$ cat src/rtl/cpu_reset_sequencer_pkg.sv
// Shared types and helpers for the CPU reset sequencer.
// State encodings match the values used by the other clock/reset blocks.
package cpu_reset_sequencer_pkg;

  typedef enum logic [1:0] {
    S_WAIT_LOCK = 2'd0,
    S_POR_HOLD  = 2'd1,
    S_SYS_HOLD  = 2'd2,
    S_RUN       = 2'd3
  } state_t;

  localparam int LOSS_W = 8;

  function automatic logic [LOSS_W-1:0] sat_inc(input logic [LOSS_W-1:0] v);
    return (&v) ? v : v + 1'b1;
  endfunction

  // A hold length is usable when it is nonzero and its terminal value fits the counter.
  function automatic bit hold_fits(input int value, input int width);
    return (value >= 1) && (longint'(value - 1) < (longint'(1) << width));
  endfunction

endpackage

$ cat src/rtl/cpu_reset_sequencer_cdc_sync_2ff.sv
// Two-flop synchroniser for a single asynchronous flag, cleared asynchronously.
module cdc_sync_2ff (
  input  logic clk,
  input  logic clr_n,
  input  logic d,
  output logic q
);

  logic meta;

  always_ff @(posedge clk or negedge clr_n) begin
    if (!clr_n) begin
      meta <= 1'b0;
      q    <= 1'b0;
    end else begin
      meta <= d;
      q    <= meta;
    end
  end

endmodule

$ cat src/rtl/cpu_reset_sequencer.sv
// Cortex-M reset pair sequencer: waits for a stable clock lock, releases poresetn,
// then sysresetn, and re-sequences on lock loss or system reset requests.
//
// state       | meaning
// S_WAIT_LOCK | both resets low, counting consecutive synced-lock cycles
// S_POR_HOLD  | lock stable, both resets still low for POR_HOLD_CYCLES
// S_SYS_HOLD  | poresetn high, sysresetn low for SYS_HOLD_CYCLES
// S_RUN       | both resets high, CPU running
module cpu_reset_sequencer
  import cpu_reset_sequencer_pkg::*;
#(
  parameter int LOCK_STABLE_CYCLES = 256,
  parameter int POR_HOLD_CYCLES    = 16,
  parameter int SYS_HOLD_CYCLES    = 16,
  parameter int CNT_W              = 16
) (
  input  logic              clk_cpu,
  input  logic              resetn,
  input  logic              locked,
  input  logic              sysresetreq,
  input  logic              sw_reset_req,
  output logic              poresetn,
  output logic              sysresetn,
  output logic              cpu_ready,
  output logic [LOSS_W-1:0] lock_loss_cnt
);

  if (!hold_fits(LOCK_STABLE_CYCLES, CNT_W)) begin : g_bad_lock
    $error("LOCK_STABLE_CYCLES must be >= 1 and fit in CNT_W bits");
  end
  if (!hold_fits(POR_HOLD_CYCLES, CNT_W)) begin : g_bad_por
    $error("POR_HOLD_CYCLES must be >= 1 and fit in CNT_W bits");
  end
  if (!hold_fits(SYS_HOLD_CYCLES, CNT_W)) begin : g_bad_sys
    $error("SYS_HOLD_CYCLES must be >= 1 and fit in CNT_W bits");
  end

  localparam logic [CNT_W-1:0] LOCK_TC = CNT_W'(LOCK_STABLE_CYCLES - 1);
  localparam logic [CNT_W-1:0] POR_TC  = CNT_W'(POR_HOLD_CYCLES - 1);
  localparam logic [CNT_W-1:0] SYS_TC  = CNT_W'(SYS_HOLD_CYCLES - 1);

  state_t           state;
  logic [CNT_W-1:0] cnt;
  logic             locked_s;
  logic             req;

  cdc_sync_2ff u_lock_sync (
    .clk   (clk_cpu),
    .clr_n (resetn),
    .d     (locked),
    .q     (locked_s)
  );

  // Both request sources lead to the same action; lock loss outranks them below.
  assign req = sysresetreq | sw_reset_req;

  always_ff @(posedge clk_cpu or negedge resetn) begin
    if (!resetn) begin
      state         <= S_WAIT_LOCK;
      cnt           <= '0;
      poresetn      <= 1'b0;
      sysresetn     <= 1'b0;
      cpu_ready     <= 1'b0;
      lock_loss_cnt <= '0;
    end else if (state != S_WAIT_LOCK && !locked_s) begin
      state     <= S_WAIT_LOCK;
      cnt       <= '0;
      poresetn  <= 1'b0;
      sysresetn <= 1'b0;
      cpu_ready <= 1'b0;
      if (poresetn) lock_loss_cnt <= sat_inc(lock_loss_cnt);
    end else begin
      case (state)
        S_WAIT_LOCK: begin
          poresetn  <= 1'b0;
          sysresetn <= 1'b0;
          cpu_ready <= 1'b0;
          if (!locked_s) begin
            cnt <= '0;
          end else if (cnt == LOCK_TC) begin
            state <= S_POR_HOLD;
            cnt   <= '0;
          end else begin
            cnt <= cnt + 1'b1;
          end
        end
        S_POR_HOLD: begin
          if (cnt == POR_TC) begin
            state    <= S_SYS_HOLD;
            cnt      <= '0;
            poresetn <= 1'b1;
          end else begin
            cnt <= cnt + 1'b1;
          end
        end
        S_SYS_HOLD: begin
          if (req) begin
            cnt <= '0;
          end else if (cnt == SYS_TC) begin
            state     <= S_RUN;
            cnt       <= '0;
            sysresetn <= 1'b1;
            cpu_ready <= 1'b1;
          end else begin
            cnt <= cnt + 1'b1;
          end
        end
        S_RUN: begin
          if (req) begin
            state     <= S_SYS_HOLD;
            cnt       <= '0;
            sysresetn <= 1'b0;
            cpu_ready <= 1'b0;
          end
        end
        default: begin
          state     <= S_WAIT_LOCK;
          cnt       <= '0;
          poresetn  <= 1'b0;
          sysresetn <= 1'b0;
          cpu_ready <= 1'b0;
        end
      endcase
    end
  end

endmodule

$ cat config.mk
export PLATFORM = sky130hd
export DESIGN_NAME = cpu_reset_sequencer
export DESIGN_NICKNAME = d
export VERILOG_FILES = /design/src/rtl/cpu_reset_sequencer_pkg.sv /design/src/rtl/cpu_reset_sequencer_cdc_sync_2ff.sv /design/src/rtl/cpu_reset_sequencer.sv
export SDC_FILE = /design/constraint.sdc
export NUM_CORES = 1
export LEC_CHECK = 0
export ABC_AREA = 1
export CAP_MARGIN = 0
export CORE_MARGIN = 3
export CORE_UTILIZATION = 52
export CTS_CLUSTER_SIZE = 10
export DETAILED_ROUTE_END_ITERATION = 10
export DONT_BUFFER_PORTS = 1
export PLACE_DENSITY_LB_ADDON = 0.12
export SLEW_MARGIN = 20
export SYNTH_ARGS = -nofsm -noshare
export SYNTH_HDL_FRONTEND = slang
export SYNTH_SLANG_ARGS = --single-unit
$ cat constraint.sdc
create_clock -name clk_cpu -period 1.3 [get_ports clk_cpu]
set_clock_uncertainty 0.05 [all_clocks]
set_input_delay 0.39 -clock clk_cpu [delete_from_list [all_inputs] [get_ports clk_cpu]]
set_output_delay 0.39 -clock clk_cpu [all_outputs]
set_load 0.02 [all_outputs]
**Yosys cells after proc, flatten, opt, wreduce, memory -nomap -nowiden**

Index checks and enable logic that the tools add are counted.

- Logic and storage cells: 55
- Memories: 0
- Flip-flop bits (word level): 30
- Bits of input ports: 5
- Bits in latches: 0
- Memory bits (writable): 0
- Memory bits (read-only): 0
- Output and inout port bits: 11

- Multipliers: 0
- $lt $le $gt $ge: 0
- Add/sub/neg operators: 2
- Eq/ne operators: 11
- Div/mod/pow operators: 0
- Bitwise logic cells: 2
- Multiplexer cells: 22
- Reduce and logical (&&, ||, !) cells: 11
- Shift operators: 0

Operators by type and width:

| cell | number |
|---|---|
| 16-bit 2-to-1 mux | 6 |
| 16-bit one-hot mux with 4 select lines | 1 |
| 16-bit by 1-bit adder with 16-bit output, second input constant | 1 |
| 16-bit by 4-bit equality test with 1-bit output, second input constant | 1 |
| 16-bit by 8-bit equality test with 1-bit output, second input constant | 1 |
| 3-bit inequality test, second input constant | 5 |
| 2-bit 2-to-1 mux | 7 |
| 8-bit by 1-bit adder with 8-bit output, second input constant | 1 |
| 2-bit one-hot mux with 4 select lines | 1 |
| 8-bit AND reduction | 1 |
| 6-bit AND reduction | 1 |
| 1-bit 2-to-1 mux | 5 |
| 2-bit equality test, second input constant | 2 |
| 4-bit AND reduction | 1 |
| 4-bit nonzero test | 1 |
| 3-bit by 2-bit inequality test with 1-bit output, second input constant | 1 |
| 1-bit one-hot mux with 3 select lines | 1 |
| 3-bit AND reduction | 1 |
| 3-bit nonzero test | 1 |
| 2-bit by 1-bit equality test with 1-bit output, second input constant | 1 |
| 2-bit logical NOT | 1 |
| 1-bit one-hot mux with 2 select lines | 1 |
| 2-bit AND reduction | 1 |
| 2-bit nonzero test | 1 |
| other kinds (4) | 4 |

**Longest topological paths before layout**

- Depth after elaboration: 5
- Gate-level depth with buffers: 10
- Mapped depth without buffers: 10

**Modules after synthesis**

A second synthesis with hierarchy kept.

- Cell total of the unflattened synthesis: 247
- Area total of the unflattened synthesis: 1800.5 um2

By module, submodules not included:

| module | cells an instance | instances | area an instance (um2) |
|---|---|---|---|
| cpu_reset_sequencer | 245 | 1 | 1750.4 |
| cdc_sync_2ff | 2 | 1 | 50.0 |

**Least setup slack after synthesis**

Ideal clock, no wire load.

- Kind: flip-flop to flip-flop
- From: register lock_loss_cnt[0]
- To: register lock_loss_cnt[4]
- Stages on the path, launching flop included: 9
- Buffers on the path: 0
- Slack: -0.223 ns
- Clock period less this slack: 1.523 ns
- Arrival time: 1.355 ns
- Library setup time: 0.117 ns
- Cell sequence: dfrtp_1 > ha_1 > nand2_1 > nor2_1 > nand3_1 > nand2_2 > inv_1 > nand3b_1 > nand2_1

- Word-level cells in the longest chain between the ends: 3
- Elaborated cells on any way between the ends: 4

RTL lines:

| element | RTL line | text |
|---|---|---|
| start: declaration | cpu_reset_sequencer.sv:25 | `output logic [LOSS_W-1:0] lock_loss_cnt` |
| start signal: assignment | cpu_reset_sequencer.sv:71 | `if (poresetn) lock_loss_cnt <= sat_inc(lock_loss_cnt);` |
| branches (longest 3 deep; another with 8-bit by 1-bit adder with 8-bit output) | n/a |  |

Parallel ways; which one is timed is not known.
A chain may end at the register's enable or synchronous reset.

**Worst setup path in the final report**

- From: register cnt[1]
- To: register cnt[10]

- Word-level cells in the longest chain between the ends: 5
- Elaborated cells on any way between the ends: 9

RTL lines:

| element | RTL line | text |
|---|---|---|
| start: declaration | cpu_reset_sequencer.sv:43 | `logic [CNT_W-1:0] cnt;` |
| start signal: assignment | cpu_reset_sequencer.sv:84 | `cnt <= cnt + 1'b1;` |
| start signal: assignment | cpu_reset_sequencer.sv:93 | `cnt <= cnt + 1'b1;` |
| start signal: assignment | cpu_reset_sequencer.sv:105 | `cnt <= cnt + 1'b1;` |
| 16-bit by 1-bit adder with 16-bit output (tied with other cells) | cpu_reset_sequencer.sv:84, cpu_reset_sequencer.sv:93, cpu_reset_sequencer.sv:105 |  |
| 16-bit 2-to-1 mux, on equally long branches | cpu_reset_sequencer.sv:88, cpu_reset_sequencer.sv:99, cpu_reset_sequencer.sv:80 |  |
| 16-bit 2-to-1 mux, on equally long branches | cpu_reset_sequencer.sv:97, cpu_reset_sequencer.sv:78 |  |
| 16-bit one-hot mux with 4 select lines (*) | cpu_reset_sequencer.sv:73 | `case (state)` |
| 16-bit 2-to-1 mux (*) | cpu_reset_sequencer.sv:65 | `end else if (state != S_WAIT_LOCK && !locked_s) begin` |

Mark *: on every way between the ends. The rest lies on a longest branch, timed or not.

==> impl_metrics.env <==
export IMPL_status="finished with violations"
export IMPL_violations="setup timing"
export IMPL_grt_max_degree=31
export IMPL_fin_total_pwr_mw=1.787
export IMPL_root_buffer="clkbuf_4"
export IMPL_die_h_um=63.08
export IMPL_finalHoldViolations=0
export IMPL_p_per_area_mw_per_mm2=682.2
export IMPL_yosys_cell_types_count=27
export IMPL_yosysTopAreaCell="dfrtp_1"
export IMPL_syn_inst=217
export IMPL_hpwl_um=3015
export IMPL_num_vias=1745
export IMPL_cts_max_path_buffers=2
export IMPL_route_detailed_drc=0
export IMPL_arrival_ns=1.80
export IMPL_tns_ns=-4.753
export IMPL_start_util_pct=55.04
export IMPL_final_setup_worst_slack_ns=-0.2615
export IMPL_syn_nets=224
export IMPL_num_antenna_cells=0
export IMPL_synth_seq_cells=30
export IMPL_placed_area_mm2=0.002136
export IMPL_endpoint_kind="flip-flop"
export IMPL_fmax_mhz=640.4
export IMPL_ys_seq_area_share_pct=44.31
export IMPL_n_fill_cell=165
export IMPL_startpoint_type="flip-flop"
export IMPL_yosysWarnings=0
export IMPL_core_area_mm2=0.003078
export IMPL_worstPathMaxFanout=5
export IMPL_synth_common_cells="56 x nand2_1, 30 x dfrtp_1, 25 x nor2_1, 22 x inv_1, 16 x nand3_1"
export IMPL_max_slew_margin_rel_pct=72.99
export IMPL_worstMarginPinSlew_ns=0.4021
export IMPL_io_pins=16
export IMPL_numCtsBuffers=5
export IMPL_maxCapViolations=0
export IMPL_viasPerCell=5.320
export IMPL_die_area_mm2=0.003979
export IMPL_synth_ff_type="dfrtp_1"
export IMPL_worstSetupPathType="flip-flop to flip-flop"
export IMPL_fp_row_count=20
export IMPL_worstSkewPairLatency_ns=0.35
export IMPL_gp_congestion=0.9393
export IMPL_grt_first_pass_wirelength_um=7893
export IMPL_yosysMostFrequentCell="nand2_1"
export IMPL_avgSynthCellArea_um2=7.807
export IMPL_synth_top_cell_area_share_pct=44.31
export IMPL_synth_edff_count=0
export IMPL_post_drt_wl_per_cell_um=15.84
export IMPL_layout_drive_gt1_share_pct=48.59
export IMPL_nets=290
export IMPL_p_leak_nw=1.231
export IMPL_irDropWorstVdd_v=0.0006351
export IMPL_async_flop_share_pct=100.0
export IMPL_die_x_um=63.08
export IMPL_rsz0062_at_grt="yes"
export IMPL_hold_class="input pin to flip-flop"
export IMPL_htreeDepth=2
export IMPL_routed_wl_um=5194
export IMPL_multi_input_area_mm2=0.001082
export IMPL_postRouteAntennaNets=0
export IMPL_grt_total_usage_pct=25.08
export IMPL_critPathRequiredTime_ns=1.54
export IMPL_min_period_ns=1.562
export IMPL_drt_iter0_drc=182
export IMPL_grt_pass1_vias=1719
export IMPL_clock_sinks=30
export IMPL_io_buffers=0
export IMPL_ys_top_cells_by_area="dfrtp_1 44%, nand2_1 12%, nor2_1 5.5%, nor2_2 5.5%, inv_1 4.9%"
export IMPL_ff_latch_area_um2=758.2
export IMPL_stdcell_area_mm2=0.002620
export IMPL_setup_viol=37
export IMPL_period_share_pct=120.1
export IMPL_gr_total_overflow=0
export IMPL_antenna_found_initial=0
export IMPL_syn_cell_area_mm2=0.001694
export IMPL_drv_slew=0
export IMPL_syn_to_final_growth_pct=54.65
export IMPL_clkTransAtPathRegs_ns=0.11
export IMPL_finish_utilization_pct=85.12
export IMPL_cts_tree="yes"
export IMPL_firstDrtPassIters=5
==> registers in the layout (all words and copies together) (netlist names) <==
signal,count
poresetn,1
cpu_ready,1
state,2
u_lock_sync.q,1
lock_loss_cnt,8
u_lock_sync.meta,1
cnt,16
==> timing repair <==
action                                  in CTS  in global routing
cloned                                       0                  1
setup buffers                                7                  4
hold buffers                                 2                  0
pin swaps                                   13                  8
endpoints found under the hold margin       30                  0
gates resized for setup                     55                 19
endpoints found under the setup margin      34                 39
==> metal layers <==
| layer | track usage, % | vias to the layer above | wire (µm) |
|---|---|---|---|
| met5 | 0 | - | 0 |
| met1 | 29.78 | 839 | 2050 |
| met4 | 7.163 | 0 | 175 |
| met2 | 45.72 | 65 | 2684 |
| met3 | 4.635 | 20 | 284 |
| li1 | - | 821 | - |
==> layout by cell type (no fill, tap or decap), types with 8 or more instances in the layout <==
cell type	n
buf_4	41
buf_6	15
dfrtp_1	24
inv_1	20
nand2_1	43
nand2_2	11
nand3_1	8
nor2_1	15
nor2_2	15
nor2_4	11
xor2_1	8
==> report_power, final <==
group / total (mW) / leakage (nW) / switching, mW / internal (mW)
sequential: 0.976 / 0.402 / 0.0258 / 0.950
combinational: 0.195 / 0.794 / 0.102 / 0.0928
clock: 0.617 / 0.0353 / 0.355 / 0.262
==> final timing paths <==
| kind | startpoint | cells after the start | to | slack, ns |
|---|---|---|---|---|
| setup / recovery | cnt[1] | 9 | cnt[10] | -0.26 |
| hold / removal | locked | 0 | u_lock_sync.meta | 0.02 |
| setup reg to reg | cnt[1] | 9 | cnt[10] | -0.26 |
| hold reg to reg | u_lock_sync.meta | 0 | u_lock_sync.q | 0.31 |
| max in group asynchronous | resetn | 2 | lock_loss_cnt[3] | 0.58 |
| min in group asynchronous | resetn | 2 | cnt[4] | 0.41 |
==> stage by stage <==
step                hold slack, ns  setup WS, ns  std cells
floorplan                  0.04441      -0.08665        217
global placement           0.04505       -0.1973        306
detailed placement         0.04507       -0.2739        306
CTS                        0.01619       -0.1586        323
global route              0.006011       -0.3523        328
finish                     0.01999       -0.2615        328
==> critical path: stages (launching register included) <==
cell,delay (ns)
dfrtp_1,0.43
ha_4,0.18
nand2_1,0.09
nor2_4,0.13
nand2_2,0.08
nor2_4,0.15
nand3_1,0.11
nand2_1,0.08
nand2_1,0.07
nor2_2,0.13
==> kinds of logic (layout without fill, tap and decap cells) <==
family / after synthesis / in the layout / share of synthesized area, %
xor+xnor: 12 / 12 / 6.204
fa+ha+maj: 2 / 2 / 1.477
simple gates: 133 / 133 / 36.85
compound gates: 13 / 13 / 4.506
buf+inv: 27 / 94 / 6.647
flops: 30 / 30 / 44.31
==> layout make-up <==
class,count,share of cell area [%]
well taps,44,2.101
repair buffers,60,20.87
multi-input cells,160,41.31
clock inverters,1,0.1910
repair inverters,1,0.3343
flip-flops and latches,30,28.94
clock buffers,7,2.101
inverters,25,4.155
Note: power is estimated with default switching activity, not from simulation.
